[src/rtl/dma_channel_scheduler_if.sv]
// Channel request/response and DMA register bundle between requesters, scheduler and DMA engine.
// The scheduler uses the slave modport; requesters and DMA model use master.
interface dma_channel_scheduler_if #(
  parameter int unsigned NUM_CH       = 4,
  parameter int unsigned RegDataWidth = 32,
  parameter int unsigned ModeWidth    = 2
);
  localparam int unsigned ChW = $clog2(NUM_CH);

  logic [NUM_CH-1:0]              ch_req_valid;
  logic [NUM_CH-1:0]              ch_req_ready;
  logic [NUM_CH*RegDataWidth-1:0] ch_src_addr;
  logic [NUM_CH*RegDataWidth-1:0] ch_dest_addr;
  logic [NUM_CH*RegDataWidth-1:0] ch_size;
  logic [NUM_CH-1:0]              ch_verify;
  logic [NUM_CH-1:0]              ch_resp_valid;
  logic [1:0]                     ch_resp_status;
  logic [RegDataWidth-1:0]        dma_src_addr;
  logic [RegDataWidth-1:0]        dma_dest_addr;
  logic [RegDataWidth-1:0]        dma_transfer_size;
  logic [ModeWidth-1:0]           dma_mode;
  logic                           dma_done;
  logic [1:0]                     dma_success;
  logic                           busy;
  logic [ChW-1:0]                 cur_ch;

  modport slave (
    input  ch_req_valid, ch_src_addr, ch_dest_addr, ch_size, ch_verify, dma_done, dma_success,
    output ch_req_ready, ch_resp_valid, ch_resp_status, dma_src_addr, dma_dest_addr,
           dma_transfer_size, dma_mode, busy, cur_ch
  );

  modport master (
    output ch_req_valid, ch_src_addr, ch_dest_addr, ch_size, ch_verify, dma_done, dma_success,
    input  ch_req_ready, ch_resp_valid, ch_resp_status, dma_src_addr, dma_dest_addr,
           dma_transfer_size, dma_mode, busy, cur_ch
  );
endinterface

[src/rtl/dma_channel_scheduler.sv]
// Round-robin multi-channel front end for a single DMA engine; returns per-channel status.
// Optional DMA_AUTO_VERIFY_EN: every copy is followed by a verify pass before responding.
module dma_channel_scheduler #(
  parameter int unsigned NUM_CH         = 4,
  parameter int unsigned TIMEOUT_CYCLES = 4096,
  parameter int unsigned RegDataWidth   = 32,
  parameter int unsigned ModeWidth      = 2
) (
  input logic                    clk,
  input logic                    rst_n,
  dma_channel_scheduler_if.slave bus
);
  localparam int unsigned ChW  = $clog2(NUM_CH);
  localparam int unsigned CntW = $clog2(TIMEOUT_CYCLES + 1);
  localparam logic [ModeWidth-1:0] ModeCopy   = ModeWidth'(1);
  localparam logic [ModeWidth-1:0] ModeVerify = ModeWidth'(2);

  typedef enum logic [2:0] {
    StIdle,
    StLaunch,
    StWait,
`ifdef DMA_AUTO_VERIFY_EN
    StVLaunch,
    StVWait,
`endif
    StDrain,
    StResp
  } state_e;

  state_e                  r_state, w_state_d;
  logic [ChW-1:0]          r_rr_ptr, r_cur_ch, w_grant_idx;
  logic [RegDataWidth-1:0] r_src, r_dest, r_size;
  logic                    r_verify;
  logic [1:0]              r_status, w_status_d, w_vstatus;
  logic [CntW-1:0]         r_tmo, w_tmo_d;
  logic                    w_found, w_tmo_expired;
  logic [NUM_CH-1:0]       w_grant, w_resp_valid;
  logic [ModeWidth-1:0]    w_mode;
  logic [RegDataWidth-1:0] w_sel_src, w_sel_dest, w_sel_size;
  int unsigned             w_idx;

  // First valid channel strictly after the RR pointer, wrapping around.
  always_comb begin
    w_found     = 1'b0;
    w_grant_idx = r_rr_ptr;
    w_idx       = 0;
    for (int unsigned i = 1; i <= NUM_CH; i++) begin
      w_idx = (32'(r_rr_ptr) + i) % NUM_CH;
      if (!w_found && bus.ch_req_valid[w_idx]) begin
        w_found     = 1'b1;
        w_grant_idx = ChW'(w_idx);
      end
    end
    w_grant = '0;
    if (w_found) w_grant[w_grant_idx] = 1'b1;
  end

  assign w_sel_src  = bus.ch_src_addr[32'(w_grant_idx)*RegDataWidth +: RegDataWidth];
  assign w_sel_dest = bus.ch_dest_addr[32'(w_grant_idx)*RegDataWidth +: RegDataWidth];
  assign w_sel_size = bus.ch_size[32'(w_grant_idx)*RegDataWidth +: RegDataWidth];

  // Anything other than an explicit pass is reported as a verify failure.
  assign w_vstatus     = (bus.dma_success == 2'b01) ? 2'b01 : 2'b10;
  assign w_tmo_expired = (r_tmo == CntW'(TIMEOUT_CYCLES - 1));

  always_comb begin
    w_state_d    = r_state;
    w_status_d   = r_status;
    w_tmo_d      = r_tmo;
    w_mode       = '0;
    w_resp_valid = '0;
    case (r_state)
      StIdle: begin
        if (w_found) begin
          if (w_sel_size == '0) begin
            w_status_d = {1'b0, bus.ch_verify[w_grant_idx]};
            w_state_d  = StResp;
          end else begin
            w_state_d = StLaunch;
          end
        end
      end
      StLaunch: begin
        w_mode    = r_verify ? ModeVerify : ModeCopy;
        w_tmo_d   = '0;
        w_state_d = StWait;
      end
      StWait: begin
        w_tmo_d = r_tmo + CntW'(1);
        if (bus.dma_done) begin
          if (r_verify) begin
            w_status_d = w_vstatus;
            w_state_d  = StResp;
          end else begin
`ifdef DMA_AUTO_VERIFY_EN
            w_state_d = StVLaunch;
`else
            w_status_d = 2'b00;
            w_state_d  = StResp;
`endif
          end
        end else if (w_tmo_expired) begin
          w_status_d = 2'b11;
          w_state_d  = StDrain;
        end
      end
`ifdef DMA_AUTO_VERIFY_EN
      StVLaunch: begin
        w_mode    = ModeVerify;
        w_tmo_d   = '0;
        w_state_d = StVWait;
      end
      StVWait: begin
        w_tmo_d = r_tmo + CntW'(1);
        if (bus.dma_done) begin
          w_status_d = w_vstatus;
          w_state_d  = StResp;
        end else if (w_tmo_expired) begin
          w_status_d = 2'b11;
          w_state_d  = StDrain;
        end
      end
`endif
      // The DMA cannot be aborted, so wait for its done before freeing it.
      StDrain: if (bus.dma_done) w_state_d = StResp;
      StResp: begin
        w_resp_valid[r_cur_ch] = 1'b1;
        w_state_d              = StIdle;
      end
      default: w_state_d = StIdle;
    endcase
  end

  always_ff @(posedge clk or negedge rst_n) begin
    if (!rst_n) begin
      r_state  <= StIdle;
      r_rr_ptr <= ChW'(NUM_CH - 1);
      r_cur_ch <= '0;
      r_src    <= '0;
      r_dest   <= '0;
      r_size   <= '0;
      r_verify <= 1'b0;
      r_status <= 2'b00;
      r_tmo    <= '0;
    end else begin
      r_state  <= w_state_d;
      r_status <= w_status_d;
      r_tmo    <= w_tmo_d;
      if (r_state == StIdle && w_found) begin
        r_rr_ptr <= w_grant_idx;
        r_cur_ch <= w_grant_idx;
        r_src    <= w_sel_src;
        r_dest   <= w_sel_dest;
        r_size   <= w_sel_size;
        r_verify <= bus.ch_verify[w_grant_idx];
      end
    end
  end

  assign bus.ch_req_ready      = (r_state == StIdle && rst_n) ? w_grant : '0;
  assign bus.ch_resp_valid     = w_resp_valid;
  assign bus.ch_resp_status    = (r_state == StResp) ? r_status : 2'b00;
  assign bus.dma_src_addr      = r_src;
  assign bus.dma_dest_addr     = r_dest;
  assign bus.dma_transfer_size = r_size;
  assign bus.dma_mode          = w_mode;
  assign bus.busy              = (r_state != StIdle);
  assign bus.cur_ch            = r_cur_ch;
endmodule

[src/flat_wrapper.sv]
// flat-port wrapper written by rule: the top's interface ports become plain ports
module dma_channel_scheduler_flat 
#(
  parameter int unsigned NUM_CH         = 4,
  parameter int unsigned TIMEOUT_CYCLES = 4096,
  parameter int unsigned RegDataWidth   = 32,
  parameter int unsigned ModeWidth      = 2
)
  (clk, rst_n, bus_ch_req_valid, bus_ch_src_addr, bus_ch_dest_addr, bus_ch_size, bus_ch_verify, bus_dma_done, bus_dma_success, bus_ch_req_ready, bus_ch_resp_valid, bus_ch_resp_status, bus_dma_src_addr, bus_dma_dest_addr, bus_dma_transfer_size, bus_dma_mode, bus_busy, bus_cur_ch);
  dma_channel_scheduler_if #(.NUM_CH(NUM_CH), .RegDataWidth(RegDataWidth), .ModeWidth(ModeWidth)) bus_i ();
  input logic clk;
  input logic rst_n;
  input wire logic [$bits(bus_i.ch_req_valid)-1:0] bus_ch_req_valid;
  input wire logic [$bits(bus_i.ch_src_addr)-1:0] bus_ch_src_addr;
  input wire logic [$bits(bus_i.ch_dest_addr)-1:0] bus_ch_dest_addr;
  input wire logic [$bits(bus_i.ch_size)-1:0] bus_ch_size;
  input wire logic [$bits(bus_i.ch_verify)-1:0] bus_ch_verify;
  input wire logic [$bits(bus_i.dma_done)-1:0] bus_dma_done;
  input wire logic [$bits(bus_i.dma_success)-1:0] bus_dma_success;
  output wire logic [$bits(bus_i.ch_req_ready)-1:0] bus_ch_req_ready;
  output wire logic [$bits(bus_i.ch_resp_valid)-1:0] bus_ch_resp_valid;
  output wire logic [$bits(bus_i.ch_resp_status)-1:0] bus_ch_resp_status;
  output wire logic [$bits(bus_i.dma_src_addr)-1:0] bus_dma_src_addr;
  output wire logic [$bits(bus_i.dma_dest_addr)-1:0] bus_dma_dest_addr;
  output wire logic [$bits(bus_i.dma_transfer_size)-1:0] bus_dma_transfer_size;
  output wire logic [$bits(bus_i.dma_mode)-1:0] bus_dma_mode;
  output wire logic [$bits(bus_i.busy)-1:0] bus_busy;
  output wire logic [$bits(bus_i.cur_ch)-1:0] bus_cur_ch;
  assign bus_i.ch_req_valid = bus_ch_req_valid;
  assign bus_i.ch_src_addr = bus_ch_src_addr;
  assign bus_i.ch_dest_addr = bus_ch_dest_addr;
  assign bus_i.ch_size = bus_ch_size;
  assign bus_i.ch_verify = bus_ch_verify;
  assign bus_i.dma_done = bus_dma_done;
  assign bus_i.dma_success = bus_dma_success;
  assign bus_ch_req_ready = bus_i.ch_req_ready;
  assign bus_ch_resp_valid = bus_i.ch_resp_valid;
  assign bus_ch_resp_status = bus_i.ch_resp_status;
  assign bus_dma_src_addr = bus_i.dma_src_addr;
  assign bus_dma_dest_addr = bus_i.dma_dest_addr;
  assign bus_dma_transfer_size = bus_i.dma_transfer_size;
  assign bus_dma_mode = bus_i.dma_mode;
  assign bus_busy = bus_i.busy;
  assign bus_cur_ch = bus_i.cur_ch;
  dma_channel_scheduler #(.NUM_CH(NUM_CH), .TIMEOUT_CYCLES(TIMEOUT_CYCLES), .RegDataWidth(RegDataWidth), .ModeWidth(ModeWidth)) u_core (.clk(clk), .rst_n(rst_n), .bus(bus_i));
endmodule
[config.mk]
export PLATFORM = sky130hd
export DESIGN_NAME = dma_channel_scheduler_flat
export DESIGN_NICKNAME = d
export VERILOG_FILES = /design/src/rtl/dma_channel_scheduler_if.sv /design/src/rtl/dma_channel_scheduler.sv /design/src/flat_wrapper.sv
export SDC_FILE = /design/constraint.sdc
export NUM_CORES = 1
export LEC_CHECK = 0
export BUFFER_PORTS_ARGS = -buffer_cell sky130_fd_sc_hd__buf_2
export CORE_AREA = 2 2 198 200
export DETAILED_ROUTE_END_ITERATION = 16
export DIE_AREA = 0 0 200 202
export GPL_ROUTABILITY_DRIVEN = 1
export GPL_TIMING_DRIVEN = 0
export PLACE_DENSITY = 0.42
export SETUP_SLACK_MARGIN = 0.3
export SLEW_MARGIN = 10
export SYNTH_ARGS = -nofsm -noshare
export SYNTH_HDL_FRONTEND = slang
export SYNTH_SLANG_ARGS = --single-unit
[constraint.sdc]
create_clock -name clk -period 8.1 [get_ports clk]
set_input_delay 1.62 -clock clk [delete_from_list [all_inputs] [get_ports clk]]
set_output_delay 1.62 -clock clk [all_outputs]
set_load 0.02 [all_outputs]
After elaboration in Yosys (flattened, before gate mapping):

Index checks and enable logic that the tools add are counted.

* add/subtract/negate cells: 5
* $mul: 0
* divide/modulo/power cells: 0
* $lt $le $gt $ge: 8
* equality and inequality tests: 10
* shift-type cells: 3
* multiplexer cells: 42
* bitwise logic cells: 0
* reductions and logical operators: 17

Operators by type and width (count)
* indexed part select 128 x 8 -> 32 bit: 3
* zero test 32 bit: 1
* 2-to-1 mux 2 bit: 13
* case mux 13 bit (2 select lines): 1
* < comparator 2 x 3 -> 1 bit, second input constant: 6
* 2-to-1 mux 3 bit: 5
* adder 13 x 1 -> 13 bit, second input constant: 1
* == test 13 x 12 -> 1 bit, second input constant: 1
* 2-to-1 mux 4 bit: 3
* case mux 3 bit (4 select lines): 1
* 2-to-1 mux 1 bit: 11
* binary-select mux 1 bit (select 2 bit): 5
* logical AND 1 bit: 7
* == test 3 x 2 -> 1 bit, second input constant: 2
* adder 2 x 1 -> 2 bit, second input constant: 2
* adder 2 bit, second input constant: 2
* demux 1 bit (select 2 bit): 2
* greater-or-equal comparator 2 x 1 -> 1 bit, second input constant: 2
* inequality test 2 x 1 -> 1 bit, second input constant: 2
* case mux 2 bit (2 select lines): 1
* AND reduction 4 bit: 1
* nonzero test 2 bit: 2
* == test 3 x 1 -> 1 bit, second input constant: 1
* == test 3 bit, second input constant: 1
* other kinds (7): 9

* bits in registers: 119
* latch bits: 0
* memory bits (writable): 0
* bits in read-only memories: 0
* memories kept: 0

Longest topological paths before layout:

Gate-level depths: netlist (run 1).

* word-level depth: 19
* gate-level depth with buffers: 11
* depth with buffers taken out: 9

Least setup slack after synthesis (run 1):

Ideal clock, no wire load.

* path kind: input -> output
* from: in bus_ch_req_valid[3]
* to: out bus_ch_req_ready[1]
* arrival: 3.284 ns
* data required time: 6.480 ns
* slack: 3.196 ns
* stages: 8
* cell sequence: nand2_1 > a21boi_1 > o221a_1 > buf_6 > buf_2 > clkbuf_1 > clkbuf_1 > nor3_1

* cells in the longest elaborated chain, start to end: 18
* elaborated cells on any way between the ends: 29
* classes of those cells: order compare: 2; mux: 20; reduce/logical: 7

RTL lines
* start, declared: line flat_wrapper.sv:13 `input wire logic [$bits(bus_i.ch_req_valid)-1:0] bus_ch_req_valid;`
* binary-select mux 1 bit (select 2 bit): line dma_channel_scheduler.sv:49 `if (!w_found && bus.ch_req_valid[w_idx]) begin`
* 2-to-1 mux 1 bit (implied by the code): line dma_channel_scheduler.sv:49
* 2-to-1 mux 1 bit: line dma_channel_scheduler.sv:49
* zero test 1 bit: line dma_channel_scheduler.sv:49
* logical AND 1 bit: line dma_channel_scheduler.sv:49
* 2-to-1 mux 1 bit: line dma_channel_scheduler.sv:49
* zero test 1 bit: line dma_channel_scheduler.sv:49
* logical AND 1 bit: line dma_channel_scheduler.sv:49
* [2 not listed]
* logical AND 1 bit: line dma_channel_scheduler.sv:49
* 2-to-1 mux 2 bit: line dma_channel_scheduler.sv:49
* < comparator 2 x 3 -> 1 bit (implied by the code) / greater-or-equal comparator 2 x 1 -> 1 bit (equally long branches): line dma_channel_scheduler.sv:55 `if (w_found) w_grant[w_grant_idx] = 1'b1;`
* logical AND 1 bit (implied by the code): line dma_channel_scheduler.sv:55
* 2-to-1 mux 1 bit (implied by the code): line dma_channel_scheduler.sv:55
* demux 1 bit (select 2 bit)
* 2-to-1 mux 4 bit *: line dma_channel_scheduler.sv:55
* 2-to-1 mux 4 bit *: line dma_channel_scheduler.sv:160 `assign bus.ch_req_ready = (r_state == StIdle && rst_n) ? w_grant : '0;`
* end, declared: line flat_wrapper.sv:20 `output wire logic [$bits(bus_i.ch_req_ready)-1:0] bus_ch_req_ready;`

Mark *: on every way between the ends. The rest lies on a longest branch, timed or not. The select of a mux whose other input is x is not followed.

Final worst setup path (run 1):

* from: in bus_ch_req_valid[3]
* to: out bus_ch_req_ready[0]

The elaborated chain is that of the path after synthesis.

==> results of run 1 <==
## Yosys cell counts, types with 2 or more instances
cell	instances	area share, %
mux4_2	32	9.5
dfstp_2	2	0.69
nor2_1	15	0.74
nand3_1	204	13
and3_1	4	0.33
dfrtp_1	117	38
buf_6	3	0.44
nand2b_1	4	0.33
nand2_1	505	25
a31oi_1	3	0.25
inv_1	6	0.30
nand4_1	4	0.33
buf_1	4	0.20
o211ai_1	5	0.49
nor3_1	9	0.59
a21oi_1	4	0.26
nor4_1	3	0.25
o31ai_1	5	0.49
o21ai_0	17	1.1
clkbuf_1	68	3.4
nor4_2	7	1.2
nand4_2	2	0.33
## layout make-up
class | instances | share of cell area [%]
Tap cell | 518 | 5.66
Clock inverter | 8 | 1.05
Multi-Input combinational cell | 841 | 37.5
Clock buffer | 23 | 4.26
Buffer | 76 | 2.71
Timing Repair Buffer | 508 | 22.5
Inverter | 7 | 0.230
Antenna cell | 2 | 0.0437
Sequential cell | 119 | 26.0
## power groups by stage
stage / Clock, mW / Sequential [mW] / Combinational, mW
2_1_floorplan: 0 / 1.32 / 1.48
3_3_place_gp: 0 / 1.03 / 2.91
3_5_place_dp: 0 / 1.04 / 2.92
4_1_cts: 0.828 / 1.03 / 2.92
5_1_grt: 0.855 / 1.07 / 3.17
6_report: 0.801 / 1.03 / 2.85
## worst max path at each step
| stage | end | slack, ns | cells after the start |
|---|---|---|---|
| floorplan | bus_ch_req_ready[1] | 3.20 | 8 |
| global placement | bus_ch_req_ready[3] | 1.62 | 4 |
| detailed placement | bus_ch_req_ready[3] | 1.89 | 10 |
| CTS | bus_ch_req_ready[3] | 1.89 | 10 |
| global route | bus_ch_req_ready[3] | 1.73 | 10 |
| finish | bus_ch_req_ready[0] | 1.98 | 9 |
## sequential cells by signal, summed over array words and instances, names as in the netlist
register	cells
u_core.bus.dma_dest_addr	32
u_core.bus.dma_src_addr	32
u_core.bus.dma_transfer_size	32
u_core.r_tmo	13
u_core.r_state	3
u_core.bus.cur_ch	2
u_core.r_rr_ptr	2
u_core.r_status	2
u_core.r_verify	1
## cell families after synthesis
kind of cell / share of synthesized area [%]
adder cells (fa/ha/maj): 0.164
buffers and inverters: 4.40
multiplexers: 9.60
AND/OR/NAND/NOR: 43.0
AO/OA/AOI/OAI: 3.68
flip-flops: 39.1
## layer usage
layer  vias to the layer above  GRT usage, %
li1                       4557             -
met1                      4445          23.2
met2                       371          35.2
met3                        41          4.72
met4                         6          5.16
met5                         -             0
## worst reg2reg max path, delay by kind of cell, from the launching register on
kind                   cells  cell delay (ns)
flip-flops                 1             0.56
buffers and inverters      2             1.45
multiplexers               1             0.48
AO/OA/AOI/OAI              2             0.38
AND/OR/NAND/NOR            5             1.20
## cells in the final DEF, fill, tap and decap left out, types with 5 or more instances in the layout
cell type	Yosys	routed
clkbuf_1	68	69
dfrtp_1	117	117
inv_1	6	6
clkbuf_16	0	17
nor4_2	7	7
o31ai_1	5	5
nand3_1	204	204
o21ai_0	17	17
nand2_1	505	505
mux4_2	32	32
nor2_1	15	15
o211ai_1	5	5
nor3_1	9	9
buf_2	1	507
## through the flow
stage | instances | util, % | area (um2) | setup WS, ns | power (mW)
4_1_cts | 2100 | 29.9 | 11400 | 1.89 | 4.78
3_3_place_gp | 2068 | 28.2 | 10800 | 1.62 | 3.94
5_1_grt | 2101 | 29.9 | 11400 | 1.73 | 5.09
3_5_place_dp | 2069 | 28.3 | 10800 | 1.89 | 3.95
2_1_floorplan | 1043 | - | 7610 | 3.20 | 2.80
6_report | 2102 | 29.9 | 11400 | 1.98 | 4.68
==> summary.md, run 1 <==
| Metric | Value |
|---|---|
| Post-synth EDFFs | 0 |
| Relative slew slack | a little over a fifth |
| DRT antenna net count | 0 |
| Drt wl/cell | 19.1 um |
| Mapped Area | 7610 um2 |
| Fraction of layout cells with a size suffix above 1 | 37.0% |
| Crit path arrival time | 4.50 ns |
| Final setup fails | 0 |
| Initial antenna violation count | 6 |
| Delay-heaviest family, CP | buffers and inverters |
| Die height | 202 um |
| Deepest clock path buffer count | 2 |
| Die W | approximately 200 um |
| Clock sinks | 119 |
| Avg Inst Size Synth | 7.30 um2 |
| Worst Path Buf+Inv | 5 |
| Seq/Total Area, Yosys | 39.1% |
| CTS Root Cell | clkbuf_16 |
| Comb pwr share | 60.9% |
| Clock tree from TritonCTS | built |
| GP Congestion | 0.868 |
| Crit path launch type | input pin |
| Clk pwr share | approximately 17% |
| Worst r2r src | u_core.r_rr_ptr[1] |
| HPWL Detailed | about 32000 um |
| Pins Over Slew Limit | 0 |
| Global-route wire length before repair | about 58000 um |
| Hold wc startpoint | u_core.bus.dma_dest_addr[27] |
| Fin Setup TNS | 0 ns |
| # rows | 72 |
| Highest metal used | met5 |
| Nets | 1968 |
| Measured slew at the worst slew-check pin | roughly 1.2 ns |
| Total grt overflow | 0 |
| Critical path cell sequence | buf_2 > nand2_1 > a31oi_1 > nor2b_1 > clkbuf_1 > clkbuf_1 > buf_1 > nor3_1 > buf_2 |
| Hold Fails Final Rpt | 0 |
| Hold buffer count at cts | 0 |
| Reg2Reg Depth | 10 |
| Syn Nets | 1441 |
| Worst Skew | ~0.0059 ns |
| Area delta synth->final | 50.4% |
| Crit path largest cell delay | 0.82 ns |
| Status | complete, no violations |
| RSZ-0062 raised after global routing | no |
| CTS clk-pin slew, worst paths | approximately 0.050 ns |
| IO buf count | 507 |
| Largest net degree at the start of global routing | 62 |
| Detailed-route DRC error count | 0 |
| Multi-input logic area | 4300 um2 |
| Flop-to-flop setup slack | just under 4 ns |
| Worst Setup Path Type | input pin to output pin |
| Crit path required time | 6.48 ns |
| Synth cell types | 42 |
| Die area | 40400 um2 |
| Cts repair resizes | 0 |
| Synthesis-stage register bit count | around 120 |
| Met1 Wirelength | ~16000 um |
| Ys Warns | 0 |
| Internal Dissipation | about 2.3 mW |
| WHS | 0.465 ns |
| WL final | 40100 um |
| Leakage | 6.09 nW |
| Ys async rst share | 100% |
| Total CTS buffers | 17 |
| Reg2reg end | u_core.r_status[0] |
| Hold EP | u_core.bus.dma_dest_addr[27] |
| Seq. cell area | 2980 um2 |
| Worst Hold Class | register to register |
| Via/cell ratio | 4.48 |
| Worst Path Max Fanout | 10 |
| Max-cap violation count | 0 |
| Crit path from | bus_ch_req_valid[3] |
| Hold Path Stages | 2 |
| Dominant synthesized flop cell | dfrtp_1 |
| Maximum clock rate | 163 MHz |
| DRT Pass-1 Iters | 5 |
| IO Count | 508 |
| Sequential share of power | 22.0% |
| Later-pin clock latency in the skew report | 0.43 ns |
| Switching pwr | 2.39 mW |
| Endpoint type of the worst setup path | output pin |
| DR iter-0 viols | 517 |
| Vias in the first global route | 9458 |
| Switching Share | between 50 and 60% |
| Synth Instances | 1043 |
| Routed met3 length | 2790 um |
| Via count | 9420 |
| Post-CTS setup buffers | 0 |
| Number of fill cells | 4317 |
| Met2 wire len | 20400 um |
| Tcrit/Tclk final | around three quarters |
| H-tree levels | 4 |
| Max rail drop VDD | roughly 0.15 mV |
| Core area | approximately 38000 um2 |
| Pwr Density | 409 nW/um2 |
| Final min period | 6.12 ns |
| CP max-delay cell | clkbuf_1 |
| Initial Util | 19.9% |
| Gr usage total | 19.6% |
No activity file was read; power rests on OpenSTA's default activity.
==> inputs of run 2 (changes only) <==
--- a/config.mk
+++ b/config.mk
@@ -6,9 +6,9 @@
 export NUM_CORES = 1
 export LEC_CHECK = 0
 export BUFFER_PORTS_ARGS = -buffer_cell sky130_fd_sc_hd__buf_2
-export CORE_AREA = 2 2 198 200
+export CORE_AREA = 2 2 199 201
 export DETAILED_ROUTE_END_ITERATION = 16
-export DIE_AREA = 0 0 200 202
+export DIE_AREA = 0 0 201 203
 export GPL_ROUTABILITY_DRIVEN = 1
 export GPL_TIMING_DRIVEN = 0
 export PLACE_DENSITY = 0.42
==> constraint.sdc (replaced) <==
create_clock -name clk -period 6.35 [get_ports clk]
set_input_delay 1.27 -clock clk [delete_from_list [all_inputs] [get_ports clk]]
set_output_delay 1.27 -clock clk [all_outputs]
set_load 0.02 [all_outputs]
==> run 2 against run 1 <==
  * Critical path depth grew 1
  * Global-route usage is essentially flat
  * Die area grew 1.0%
  * Critical endpoint is now bus_ch_req_ready[3]
  * Largest power group unchanged
  * Highest routed layer is now met4
==> summary.md, run 2 (same netlist as run 1, synthesis figures left out) <==
| Metric | Value |
|---|---|
| Status | complete, no violations |
| Initial Util | 19.8% (-0.093 points) |
| Die area | 40800 um2 (+1.0%) |
| Tot Pwr | 5.99 mW (+28%) |
| Gr usage total | 19.6% (about the same) |
| Measured slew at the worst slew-check pin | 0.982 ns (-0.203 ns) |
| Critical path cell sequence | buf_2 > nand2_1 > a21boi_1 > o221a_1 > buf_6 > buf_2 > clkbuf_1 > clkbuf_1 > nor3_1 > buf_2 |
| Flop-to-flop setup slack | 2.30 ns (-1.61 ns) |
| Die height | 203 um (+0.50%) |
| Fraction of layout cells with a size suffix above 1 | 37.1% (+0.10 points) |
| Pwr Density | 523 nW/um2 (+28%) |
| Relative slew slack | 34.5% (+14 points) |
| Tcrit/Tclk final | 85.7% |
| # rows | 72 (unchanged) |
| Hold EP | u_core.bus.dma_transfer_size[21] |
| DRT antenna net count | 0 (unchanged) |
| Crit path from | bus_ch_req_valid[3] |
| Area delta synth->final | 50.4% (unchanged) |
| Max-cap violation count | 0 (unchanged) |
| H-tree levels | 4 (unchanged) |
| Crit path largest cell delay | 0.59 ns (-0.23 ns) |
| Clock sinks | 119 (unchanged) |
| Via/cell ratio | 4.48 (about the same) |
| Worst Path Max Fanout | 10 (unchanged) |
| Hold buffer count at cts | 0 (unchanged) |
| Global-route wire length before repair | 59600 um (+2.9%) |
| Initial antenna violation count | 3 (-3) |
| Detailed-route DRC error count | 0 (unchanged) |
| Leakage | 6.08 nW (-0.15%) |
| Endpoint type of the worst setup path | output pin |
| CTS Root Cell | clkbuf_16 |
| WHS | 0.465 ns (+0.0000610 ns) |
| Cts repair resizes | 0 (unchanged) |
| CP max-delay cell | clkbuf_1 |
| IO buf count | 507 (unchanged) |
| Delay-heaviest family, CP | buffers and inverters |
| Die W | 201 um (+0.50%) |
| Max rail drop VDD | 0.153 mV (+1.0%) |
| Most Frequent Cell on Critical Path | buf_2 |
| Worst r2r src | u_core.r_rr_ptr[1] |
| Hold Fails Final Rpt | 0 (unchanged) |
| Crit path arrival time | 4.17 ns (-0.33 ns) |
| Vias in the first global route | 9484 (+0.27%) |
| WL final | 40700 um (+1.4%) |
| Reg2Reg Depth | 10 (unchanged) |
| Deepest clock path buffer count | 2 (unchanged) |
| Drt wl/cell | 19.3 um (+1.2%) |
| HPWL Detailed | 32800 um (+1.7%) |
| Via count | 9435 (+0.16%) |
| Reg2reg end | u_core.bus.dma_dest_addr[13] |
| Fin Setup TNS | 0 ns (unchanged) |
| Hold Path Stages | 2 (unchanged) |
| Worst Path Buf+Inv | 6 (+1) |
| Pins Over Slew Limit | 0 (unchanged) |
| Most common cell after layout, fill and taps aside | buf_2 |
| Clock tree from TritonCTS | built |
| IO Count | 508 (unchanged) |
| Maximum clock rate | between 150 and 200 MHz |
| Total grt overflow | 0 (unchanged) |
| Final min period | 5.44 ns |
| Total CTS buffers | 17 (unchanged) |
| Worst Hold Class | register to register |
| Nets | 1968 (unchanged) |
| Worst Setup Path Type | input pin to output pin |
| Later-pin clock latency in the skew report | 0.44 ns (about the same) |
| Hold wc startpoint | u_core.bus.dma_transfer_size[21] |
| GP Congestion | 0.914 (+5.3%) |
| RSZ-0062 raised after global routing | no |
| DR iter-0 viols | 562 (+8.7%) |
| Number of fill cells | 4321 (+0.093%) |
| CTS clk-pin slew, worst paths | 0.06 ns (about the same) |
| Worst Skew | 0.00801 ns (+0.00211 ns) |
| Core area | 38500 um2 (+0.47%) |
| Commonest non-fill, non-tap cells in the layout | buf_2, nand2_1, nand3_1 |
| Crit path launch type | input pin |
| Largest net degree at the start of global routing | 67 (+8.1%) |
| DRT Pass-1 Iters | 5 (unchanged) |
| Post-CTS setup buffers | 0 (unchanged) |
| Crit path required time | 5.08 ns (-1.40 ns) |
| Final setup fails | 0 (unchanged) |
## run 2: area by class of cell
type                    count  area (um2)  area share (%)
flip-flops and latches    119        2980            26.0
inverters                   7        26.3           0.230
clock inverters            13         155            1.36
plain buffers              76         309            2.70
clock buffers              19         443            3.87
well taps                 518         648            5.66
diodes                      4        10.0          0.0874
repair buffers            508        2570            22.5
multi-input cells         841        4300            37.6
## run 2: report_power, final
| group | switching (mW) | internal [mW] |
|---|---|---|
| Sequential | 0.198 | 1.12 |
| Combinational | 2.50 | 1.15 |
| Clock | 0.391 | 0.624 |
| Total | 3.09 | 2.89 |
## run 2: routing by layer
metal  part of all wire, %  vias up  track usage [%]
li1                      -     4565                -
met4                   1.8        0             5.42
met3                   6.4       40             4.56
met5                     0        -                0
met2                    50      368             34.6
met1                    42     4462             23.9
## run 2: worst reg2reg max path, delay by kind of cell, from the launching register on
family / cells / cell delay [ns]
flip-flops: 1 / 0.57
AO/OA/AOI/OAI: 1 / 0.20
buffers and inverters: 4 / 2.48
AND/OR/NAND/NOR: 5 / 0.71
## run 2: worst max-delay path by stage
stage | endpoint | slack [ns] | cells past startpoint
after floorplan | bus_ch_req_ready[1] | 2.15 | 8
after global placement | bus_ch_req_ready[1] | 0.20 | 4
after detailed placement | bus_ch_req_ready[3] | 0.75 | 10
after CTS | bus_ch_req_ready[3] | 0.75 | 10
after global routing | bus_ch_req_ready[1] | 0.60 | 10
final | bus_ch_req_ready[3] | 0.91 | 10
## run 2: through the flow
stage | util (%) | instance area, um2 | setup WS (ns) | std cells
3_5_place_dp | 28.2 | 10800 | 0.749 | 2069
6_report | 29.8 | 11400 | 0.908 | 2105
3_3_place_gp | 28.1 | 10800 | 0.195 | 2068
5_1_grt | 29.7 | 11400 | 0.604 | 2103
2_1_floorplan | - | 7610 | 2.15 | 1043
4_1_cts | 29.7 | 11400 | 0.746 | 2101
==> inputs of run 3 (changes only) <==
--- a/config.mk
+++ b/config.mk
@@ -5,13 +5,13 @@
 export SDC_FILE = /design/constraint.sdc
 export NUM_CORES = 1
 export LEC_CHECK = 0
-export BUFFER_PORTS_ARGS = -buffer_cell sky130_fd_sc_hd__buf_2
-export CORE_AREA = 2 2 199 201
+export CORE_AREA = 2 2 196 198
 export DETAILED_ROUTE_END_ITERATION = 16
-export DIE_AREA = 0 0 201 203
+export DIE_AREA = 0 0 198 200
+export DONT_BUFFER_PORTS = 1
 export GPL_ROUTABILITY_DRIVEN = 1
 export GPL_TIMING_DRIVEN = 0
-export PLACE_DENSITY = 0.42
+export PLACE_DENSITY = 0.31
 export SETUP_SLACK_MARGIN = 0.3
 export SLEW_MARGIN = 10
 export SYNTH_ARGS = -nofsm -noshare
==> run 3 against run 2 <==
  * Sequential cell count did not move
  * Sequential share of layout area rose by 7.7 points
  * Clock power fell by 6%
  * Critical path type unchanged
  * Highest routed layer unchanged
==> summary.md, run 3 (same netlist as run 1, synthesis figures left out) <==
| Metric | Value |
|---|---|
| DRT Pass-1 Iters | 5 (unchanged) |
| Largest net degree at the start of global routing | 121 (+81%) |
| Core area | 37400 um2 (-2.8%) |
| Crit path arrival time | 4.14 ns (-0.03 ns) |
| HPWL Detailed | 30600 um (-6.7%) |
| Status | complete, no violations |
| Worst Setup Path Type | input pin to output pin |
| Worst Skew | 0.00726 ns (-0.000750 ns) |
| Fin worst setup slack | 0.944 ns (+0.0352 ns) |
| Tcrit/Tclk final | 85.1% (-0.55 points) |
| Multi-input logic area | 4300 um2 (-0.15%) |
| Crit path launch type | input pin |
| Total grt overflow | 0 (unchanged) |
| WL final | 38900 um (-4.4%) |
| Hold Fails Final Rpt | 0 (unchanged) |
| Measured slew at the worst slew-check pin | 1.09 ns (+0.107 ns) |
| DR iter-0 viols | 388 (-31%) |
| Initial Util | 20.4% (+0.56 points) |
| Finished layout cell area | 8840 um2 (-23%) |
| Seq. cell area | 2980 um2 (unchanged) |
| Worst Path Max Fanout | 10 (unchanged) |
| Worst Hold Class | register to register |
| Via/cell ratio | 4.70 (+4.9%) |
| Pwr Density | 624 nW/um2 (+19%) |
| RSZ-0062 raised after global routing | no |
| Pins Over Slew Limit | 0 (unchanged) |
| Pre-CTS WS | 0.921 ns (+0.172 ns) |
| Hold buffer count at cts | 0 (unchanged) |
| Fraction of layout cells with a size suffix above 1 | 7.26% (-30 points) |
| Commonest non-fill, non-tap cells in the layout | nand2_1, nand3_1, dfrtp_1 |
| IO Count | 508 (unchanged) |
| Initial antenna violation count | 8 (+5) |
| Drt wl/cell | 24.4 um (+26%) |
| Max-cap violation count | 0 (unchanged) |
| Leakage | 4.00 nW (-34%) |
| Hold Path Stages | 1 (-1) |
| Tot Pwr | 5.52 mW (-7.8%) |
| Max rail drop VDD | 0.180 mV (+17%) |
| Flop-to-flop setup slack | 2.14 ns (-0.16 ns) |
| CTS Root Cell | clkbuf_16 |
| Global-route wire length before repair | 53800 um (-9.6%) |
| Detailed-route DRC error count | 0 (unchanged) |
| Area delta synth->final | 16.1% |
| Fin Setup TNS | 0 ns (unchanged) |
| Number of fill cells | 4245 (-1.8%) |
| Endpoint type of the worst setup path | output pin |
| Nets | 1460 (-26%) |
| Vias in the first global route | 7953 (-16%) |
| Crit path required time | 5.08 ns (about the same) |
| Deepest clock path buffer count | 2 (unchanged) |
| Maximum clock rate | 185 MHz (+0.65%) |
| Reg2Reg Depth | 10 (unchanged) |
| Most common cell after layout, fill and taps aside | nand2_1 |
| Via count | 7492 (-21%) |
| Total CTS buffers | 17 (unchanged) |
| DRT antenna net count | 0 (unchanged) |
| H-tree levels | 4 (unchanged) |
| Die height | 200 um (-1.5%) |
| Final min period | 5.41 ns (-0.0352 ns) |
| Gr usage total | 19.3% (-0.26 points) |
| # rows | 71 (-1.4%) |
| Clock sinks | 119 (unchanged) |
| Cts repair resizes | 0 (unchanged) |
| Post-CTS setup buffers | 0 (unchanged) |
| Relative slew slack | 27.4% (-7.1 points) |
| Final setup fails | 0 (unchanged) |
| GP Congestion | 0.808 (-12%) |
| Clock tree from TritonCTS | built |
| IO buf count | 0 (-100%) |
| Later-pin clock latency in the skew report | 0.43 ns (about the same) |
| Die W | 198 um (-1.5%) |
| Die area | 39600 um2 (-2.9%) |
| DP Area | 8250 um2 (-24%) |
| CTS clk-pin slew, worst paths | 0.06 ns (about the same) |
==> run 3: path summary, 6_finish.rpt <==
| kind | end | from |
|---|---|---|
| max in group asynchronous | u_core.bus.dma_dest_addr[0] | rst_n |
| setup reg to reg | u_core.r_status[0] | u_core.r_rr_ptr[1] |
| hold / removal | u_core.r_tmo[12] | u_core.r_tmo[12] |
| min in group asynchronous | u_core.r_tmo[9] | rst_n |
| hold reg to reg | u_core.r_tmo[12] | u_core.r_tmo[12] |
| setup / recovery | bus_ch_req_ready[0] | bus_ch_req_valid[3] |
==> run 3: cell type report <==
cell class | count | area share [%]
multi-input cells | 841 | 48.6
flip-flops and latches | 119 | 33.7
well taps | 511 | 7.24
clock buffers | 23 | 5.52
plain buffers | 76 | 3.50
clock inverters | 9 | 0.850
inverters | 7 | 0.297
diodes | 8 | 0.227
==> run 3: where the power goes <==
| part | switching, mW | leakage, nW | total (mW) | internal [mW] |
|---|---|---|---|---|
| clock | 0.378 | 0.279 | 0.954 | 0.575 |
| combinational | 1.89 | 2.24 | 2.74 | 0.851 |
| sequential | 0.707 | 1.48 | 1.83 | 1.12 |
| total | 2.97 | 4.00 | 5.52 | 2.54 |
==> run 3: layer usage <==
| metal | share of wire, % | up-vias | track usage [%] |
|---|---|---|---|
| li1 | - | 3555 | - |
| met1 | 38 | 3565 | 21.2 |
| met2 | 51 | 327 | 35.5 |
| met3 | 7.4 | 45 | 5.61 |
| met4 | 3.0 | 0 | 7.16 |
| met5 | 0 | - | 0 |
==> run 3: through the flow <==
stage | instances | utilization (%) | hold WS, ns
after floorplan | 1043 | - | 0.452
after global placement | 1554 | 22.1 | 0.485
after detailed placement | 1554 | 22.1 | 0.483
after CTS | 1586 | 23.6 | 0.491
after global routing | 1593 | 23.6 | 0.493
final | 1594 | 23.6 | 0.494
==> run 3: worst max-delay path: stages <==
cell,delay (ns)
nand2_1,0.05
a31oi_1,0.19
nor2b_1,0.15
clkbuf_1,0.69
clkbuf_1,0.79
buf_1,0.66
nor3_1,0.33
